File: src/rtl/unreg_pkg.sv
// Shared types and bit permutations for the unreg sequencer and its next-state network.
package unreg_pkg;

   typedef enum logic [1:0] {
      OP_READ  = 2'd0,
      OP_CLEAR = 2'd1,
      OP_LOAD  = 2'd2,
      OP_STEP  = 2'd3
   } op_e;

   typedef enum logic [1:0] {
      S_IDLE = 2'd0,
      S_RUN  = 2'd1,
      S_DONE = 2'd2
   } state_e;

   // Bit-reverse inside each nibble: q[4k+j] = d[4k+3-j].
   function automatic logic [15:0] nibrev16(input logic [15:0] d);
      logic [15:0] r;
      r = '0;
      for (int unsigned k = 0; k < 4; k++) begin
         for (int unsigned j = 0; j < 4; j++) begin
            r[4*k+j] = d[4*k+3-j];
         end
      end
      return r;
   endfunction

   // Nibble shift-down; each nibble's bit 0 feeds the next nibble's bit 3.
   function automatic logic [15:0] step16(input logic [15:0] q, input logic sin);
      logic [15:0] r;
      r[2:0]   = q[3:1];
      r[3]     = sin;
      r[6:4]   = q[7:5];
      r[7]     = q[0];
      r[10:8]  = q[11:9];
      r[11]    = q[4];
      r[14:12] = q[15:13];
      r[15]    = q[8];
      return r;
   endfunction

endpackage

File: src/rtl/unreg_seq_next.sv
// Combinational next-state network for the 16-bit unreg state word.
module unreg_next
   import unreg_pkg::*;
(
   input  logic [15:0] q,
   input  op_e         op,
   input  logic [15:0] cmd_data,
   input  logic        sin,
   output logic [15:0] q_nxt
);

   always_comb begin
      q_nxt = q;
      case (op)
         OP_CLEAR: q_nxt = '0;
         OP_LOAD:  q_nxt = nibrev16(cmd_data);
         OP_STEP:  q_nxt = step16(q, sin);
         default:  q_nxt = q;
      endcase
   end

endmodule

File: src/rtl/unreg_seq.sv
// Registered sequencer for the unreg state word: CLEAR/LOAD/STEP/READ over valid/ready.
module unreg_seq
   import unreg_pkg::*;
#(
   parameter int unsigned CNT_W             = 5,
   parameter int unsigned CLEAR_ON_LOAD_ERR = 0
) (
   input  logic             clock,
   input  logic             reset_n,
   input  logic             cmd_valid,
   output logic             cmd_ready,
   input  logic [1:0]       cmd_op,
   input  logic [15:0]      cmd_data,
   input  logic [CNT_W-1:0] cmd_count,
   input  logic             sin,
   output logic [15:0]      q,
   output logic             res_valid,
   input  logic             res_ready,
   output logic             busy
);

   if (CLEAR_ON_LOAD_ERR != 0) begin : g_reserved_check
      $error("unreg_seq: CLEAR_ON_LOAD_ERR is reserved and must be 0");
   end

   state_e           state, state_nxt;
   logic [CNT_W-1:0] cnt, cnt_nxt;
   op_e              sel_op;
   logic             q_en;
   logic             accept;
   logic [15:0]      q_nxt;

   assign cmd_ready = (state == S_IDLE) & reset_n;
   assign busy      = (state != S_IDLE);
   assign accept    = cmd_valid & cmd_ready;

   unreg_next u_next (
      .q        (q),
      .op       (sel_op),
      .cmd_data (cmd_data),
      .sin      (sin),
      .q_nxt    (q_nxt)
   );

   // In RUN the network is forced to STEP; in IDLE it follows the live command.
   always_comb begin
      state_nxt = state;
      cnt_nxt   = cnt;
      q_en      = 1'b0;
      sel_op    = op_e'(cmd_op);
      case (state)
         S_IDLE: begin
            if (accept) begin
               case (op_e'(cmd_op))
                  OP_STEP: begin
                     if (cmd_count == '0) begin
                        state_nxt = S_DONE;
                     end else begin
                        cnt_nxt   = cmd_count;
                        state_nxt = S_RUN;
                     end
                  end
                  OP_CLEAR, OP_LOAD: begin
                     q_en      = 1'b1;
                     state_nxt = S_DONE;
                  end
                  default: state_nxt = S_DONE;
               endcase
            end
         end
         S_RUN: begin
            sel_op  = OP_STEP;
            q_en    = 1'b1;
            cnt_nxt = cnt - CNT_W'(1);
            if (cnt == CNT_W'(1)) state_nxt = S_DONE;
         end
         S_DONE: begin
            if (res_ready) state_nxt = S_IDLE;
         end
         default: state_nxt = S_IDLE;
      endcase
   end

   always_ff @(posedge clock or negedge reset_n) begin
      if (!reset_n) begin
         q         <= '0;
         state     <= S_IDLE;
         cnt       <= '0;
         res_valid <= 1'b0;
      end else begin
         state     <= state_nxt;
         cnt       <= cnt_nxt;
         res_valid <= (state_nxt == S_DONE);
         if (q_en) q <= q_nxt;
      end
   end

endmodule

File: config.mk
export PLATFORM = sky130hd
export DESIGN_NAME = unreg_seq
export DESIGN_NICKNAME = d
export VERILOG_FILES = /design/src/rtl/unreg_pkg.sv /design/src/rtl/unreg_seq_next.sv /design/src/rtl/unreg_seq.sv
export SDC_FILE = /design/constraint.sdc
export NUM_CORES = 1
export LEC_CHECK = 0
export CAP_MARGIN = 30
export CORE_ASPECT_RATIO = 0.5
export CORE_MARGIN = 3
export CORE_UTILIZATION = 40
export CTS_CLUSTER_DIAMETER = 120
export DETAILED_ROUTE_END_ITERATION = 8
export DONT_BUFFER_PORTS = 1
export PLACE_DENSITY = 0.55
export SYNTH_ARGS = -nofsm -noshare
export SYNTH_HDL_FRONTEND = slang
export SYNTH_SLANG_ARGS = --single-unit
File: constraint.sdc
create_clock -name clock -period 2.7 [get_ports clock]
set_input_delay 0.675 -clock clock [delete_from_list [all_inputs] [get_ports clock]]
set_output_delay 0.675 -clock clock [all_outputs]
set_load 0.02 [all_outputs]
==> results of run 1 <==
## path summary, 6_finish.rpt
path	end	slack (ps)	from
max in group asynchronous	cnt[4]	2530	reset_n
max reg2reg	q[6]	820	state[1]
min reg2reg	cnt[0]	540	cnt[0]
min	q[2]	100	reset_n
max	cmd_ready	440	state[1]
min in group clock	cnt[0]	540	cnt[0]
## cells in the mapped netlist (2+ instances only)
| master | instances |
|---|---|
| a21oi_1 | 4 |
| a221o_1 | 2 |
| a31oi_1 | 16 |
| buf_1 | 2 |
| buf_2 | 3 |
| clkbuf_1 | 5 |
| dfrtp_1 | 24 |
| ha_1 | 3 |
| inv_1 | 18 |
| mux2i_1 | 15 |
| nand2_1 | 2 |
| nand2b_1 | 2 |
| nand3_1 | 15 |
| nor2_1 | 4 |
| nor2b_1 | 2 |
| nor3_1 | 3 |
| nor3b_1 | 2 |
| o21ai_0 | 20 |
| o31ai_1 | 2 |
## power groups by stage
stage | combinational [mW] | sequential, mW | clock (mW)
2_1_floorplan | 0.680 | 0.781 | 0
3_3_place_gp | 0.709 | 0.860 | 0
5_1_grt | 0.807 | 0.883 | 0.239
4_1_cts | 0.728 | 0.858 | 0.221
6_report | 0.718 | 0.855 | 0.209
3_5_place_dp | 0.724 | 0.865 | 0
## layer usage
layer / vias to the layer above / part of all wire
met5: - / 0
met4: 0 / 0.0038
met3: 2 / 0.075
met2: 30 / 0.47
met1: 581 / 0.45
li1: 584 / -
## cells by family after synthesis
group | synth area share
compound gates | 0.239
mux | 0.0977
buf+inv | 0.0831
xor+xnor | 0.00570
flops | 0.391
simple gates | 0.159
fa+ha+maj | 0.0244
## layout make-up
type                    instances  area (um^2)
well taps                      51         63.8
fillers                       342         1980
inverters                      18         67.6
repair buffers                  1         7.51
multi-input cells             111          808
clock buffers                   3         41.3
flip-flops and latches         24          601
## flip-flops by register name (all words and copies together) (netlist names)
signal	cells
state	2
q	16
cnt	5
res_valid	1
## stage by stage
stage,setup slack (ps),cell area (um^2),utilization,cells
2_1_floorplan,713,1540,-,165
3_3_place_gp,738,1550,0.434,205
3_5_place_dp,735,1550,0.434,205
4_1_cts,431,1590,0.446,208
5_1_grt,365,1590,0.446,208
6_report,443,1590,0.446,208
## worst reg2reg max path: cells and delay by family, from the launching register on
kind            cells  cell delay (ps)
flops               1              650
simple gates        1              610
mux                 1              100
compound gates      2              400
==> impl_metrics.toml, run 1 <==
[global_route]
grt.total_usage = 0.165
gr_ovfl_total = 0
antenna_found_initial = 0
use_met3 = 0.0671
grt_pass1_wl_mm = 6.07
vias_in_the_first_global_route = 1245
grt_busiest_layer = "met2"
grt_max_degree = 35
groute.layer.met1.usage = 0.205
gr-usage-met2 = 0.271

[power]
power.static_leakage_nw = 0.626
p_switching_mw = 0.842
share_seq_of_total_power = 0.480
comb_power_share = 0.403
powerDensity_nw_per_um2 = 1120
p_int_mw = 0.939
ir_drop_mv = 0.577
switching_share = 0.473
power.clock.fraction = 0.117
power.total_mw = 1.78

[outcome]
outcome = "completed"

[detailed_routing]
detail_route.wl_per_cell_um = 17.5
dr_total_vias = 1197
drt_pass1_iterations = 4
detail_routed_via_count_per_cell = 5.75
final_antenna_net_count = 0
drt_first_iter_violations = 81
remaining_drc_errors = 0
wirelength_mm = 3.65

[final_layout]
layout.cells.most_common = "dfrtp_1"
fin_nets = 190
count_of_inserted_antenna_diode_cells = 0
final_layout_size_suffix_gt1_frac = 0.0955
most-common-layout-cells = "dfrtp_1 (24), o21ai_0 (20), inv_1 (18)"
area.growth.synth_to_final_pct = 3.42

[floorplanning]
core.rowCount = 15
die_width_um = 93.7
effective_utilization_at_floorplan = 0.431
design.core.area_um2 = 3570
io_pins = 47
die_area_um2 = 4670
die_h_um = 49.8

[setup_path]
worstSetupEndpointType = "output port"
timing.critical_path.buf_inv = 0
critPathRequiredTime_ps = 2030
worst_path_largest_cell_delay_ps = 560
timing.setup.critical_path_class = "reg2out"
critPathMaxFanout = 14
worst-r2r-cell-count = 4
critical-path-slowest-cell = "dfrtp_1"
cp_delay_by_family_top = "simple AND/OR/NAND/NOR gates"
crit_chain = "or2_2 > nor2_1"
worstSetupStartpointType = "flip-flop"
worstSetupPathDepth = 2
worst_ep_arrival_time_ps = 1580

[synthesis]
synth_top_area_frac = 0.391
synth.top_cells.by_area = "dfrtp_1 (39%), mux2i_1 (9.8%), a31oi_1 (6.5%)"
syn_area_um2 = 1540
yosysSeqAreaShare = 0.391
syn_area_per_cell_um2 = 9.31
yosys_warnings = 0
ys_async_sr_fraction = 1.00
ys_seq_elements = 24
syn-num-nets = 196
syn_inst = 165
yosysUniqueCellTypes = 40
top_reg_cell_synth = "dfrtp_1"
synth_enable_flop_cells = 0
synth_top_area_cell = "dfrtp_1"

[cts]
clock_tree.htree_level_count = 1
cts_tree = "done"
clockBufferDepth = 2
cts_made_buffers = 3
worst_skew_pair.late_latency_ps = 260
post_cts_resized = 0
cts.clk_slew.worst_paths_ps = 80
ctsRootBufferMaster = "clkbuf_8"
cts_setup_buffers = 0
postCtsHoldBufs = 0
clkSinkCount = 24

[timing]
finClkSkew_ps = 1.22
fmaxAchievable_ghz = 0.443
fin_worst_hold_slack_ps = 96.5
finalWorstPathRequiredPeriod_ps = 2260
timing_worst_slew_pin_value_ps = 666
setup_repair_after_global_routing_missed_its_margin = "no"
slew_violations = 0
finalHoldViolCount = 0
totalNegativeSetupSlack_ps = 0
final_min_period_over_clock_period = 0.836
setup_violating_endpoint_count_in_the_final_report = 0
maxSlewHeadroom = 0.556

[flow_run]
drv_cap = 0

[place]
buffer_ports.inserted = 0
final_wtd_congestion = 0.798
dpl.hpwl_mm = 2.50

[min_path]
worst_hold_path_type = "in2async"
Power figures use the tool's default switching activity.
==> run 2: changes to the inputs <==
PLACE_DENSITY = 0.57   (was 0.55)
clock period = 2 ns   (was 2.7 ns; I/O delays follow)
==> impl_metrics.toml, run 2 (synthesis gave the netlist of run 1 again) <==
[global_route]
grt.total_usage = 0.169
grt_max_degree = 35
grt_pass1_wl_mm = 6.18
vias_in_the_first_global_route = 1197
antenna_found_initial = 0
gr_ovfl_total = 0

[place]
dpl.hpwl_mm = 2.54
post_dp_cell_area_um2 = 1560
buffer_ports.inserted = 0
final_wtd_congestion = 0.789

[final_layout]
register_with_the_most_flip_flops = "q"
layout.cells.most_common = "dfrtp_1"
largest_register_ffs = 16
stdcell_area_um2 = 1630
count_of_inserted_antenna_diode_cells = 0
area.growth.synth_to_final_pct = 6.27
registers_with_the_most_flip_flops = "q: 16 flops, cnt: 5 flops, state: 2 flops"
most-common-layout-cells = "dfrtp_1 (24), o21ai_0 (20), inv_1 (18)"
fin_nets = 192
final-seq-area_um2 = 601
final_layout_size_suffix_gt1_frac = 0.119
num-fill-cells = 351
multi_input_area_um2 = 811

[timing]
maxSlewHeadroom = 0.568
finalHoldViolCount = 0
setup_repair_after_global_routing_missed_its_margin = "no"
timing_worst_slew_pin_value_ps = 647
final_min_period_over_clock_period = 0.966
slew_violations = 0
fin_worst_hold_slack_ps = 28.3
fmaxAchievable_ghz = 0.518
finClkSkew_ps = 3.71
finalWorstPathRequiredPeriod_ps = 1930
setup_violating_endpoint_count_in_the_final_report = 0
totalNegativeSetupSlack_ps = 0

[setup_path]
rr_startpoint = "state[0]"
worstSetupPathDepth = 2
crit_start = "state[0]"
critPathMaxFanout = 9
critPathCapture = "cmd_ready"
timing.reg2reg.setup_slack_ps = 330
critPathRequiredTime_ps = 1500
worst_path_largest_cell_delay_ps = 500
cp_delay_by_family_top = "simple AND/OR/NAND/NOR gates"
regToRegEndpoint = "cnt[2]"
timing.setup.critical_path_class = "reg2out"
timing.critical_path.buf_inv = 0
critical-path-slowest-cell = "dfrtp_1"
worst-r2r-cell-count = 5
worstSetupStartpointType = "flip-flop"
crit_chain = "or2_2 > nor2_2"
worstSetupEndpointType = "output port"
worst_ep_arrival_time_ps = 1430

[min_path]
worst_hold_path_type = "in2async"

[cts]
cts_made_buffers = 3
cts_tree = "done"
clockBufferDepth = 2
cts.clk_slew.worst_paths_ps = 90
clock_tree.htree_level_count = 1
clkSinkCount = 24
ctsRootBufferMaster = "clkbuf_8"
worst_skew_pair.late_latency_ps = 270

[power]
power.static_leakage_nw = 0.648
power.total_mw = 2.50
ir_drop_mv = 0.575
powerDensity_nw_per_um2 = 1530

[floorplanning]
effective_utilization_at_floorplan = 0.431
io_pins = 47
design.core.area_um2 = 3570
die_width_um = 93.7
die_h_um = 49.8
die_area_um2 = 4670
core.rowCount = 15

[detailed_routing]
wirelength_mm = 3.77
drt_first_iter_violations = 33
drt_pass1_iterations = 4
dr_total_vias = 1199
detail_route.wl_per_cell_um = 17.9
remaining_drc_errors = 0
detail_routed_via_count_per_cell = 5.68
final_antenna_net_count = 0

[outcome]
outcome = "completed"

[flow_run]
drv_cap = 0
## run 2: how the worst min path moves through the flow
stage	slack (ps)	cells after the start	to
6_report	30	1	q[2]
5_1_grt	20	1	q[1]
4_1_cts	20	1	q[2]
3_5_place_dp	200	0	q[2]
3_3_place_gp	210	0	q[2]
2_1_floorplan	200	0	cnt[0]
## run 2: what timing repair did
action	in CTS	in global routing
endpoints found under the hold margin	24	0
setup endpoints to repair	1	0
gates resized for setup	1	0
hold buffers	1	0
setup buffers	0	0
## run 2: through the flow
| step | std cells | util | setup WS, ps |
|---|---|---|---|
| floorplan | 165 | - | 188 |
| global placement | 206 | 0.436 | 287 |
| detailed placement | 206 | 0.436 | 256 |
| CTS | 211 | 0.458 | 67.9 |
| global route | 211 | 0.458 | 8.39 |
| finish | 211 | 0.458 | 68.8 |
## run 2: power by group
group | total, mW | internal (mW) | leakage [nW] | switching (mW)
Clock | 0.341 | 0.176 | 0.0288 | 0.165
Combinational | 1.01 | 0.442 | 0.310 | 0.569
Sequential | 1.14 | 0.703 | 0.309 | 0.440
## run 2: cell type report
type | instances | share of cell area
Clock buffer | 4 | 0.0337
Inverter | 18 | 0.0414
Multi-Input combinational cell | 111 | 0.497
Sequential cell | 24 | 0.368
Tap cell | 51 | 0.0391
Timing Repair Buffer | 3 | 0.0215
## run 2: routing by layer
layer	share of wire	GRT usage
met1	0.47	0.221
met2	0.46	0.271
met3	0.066	0.0640
met4	0.0042	0.0312
met5	0	0
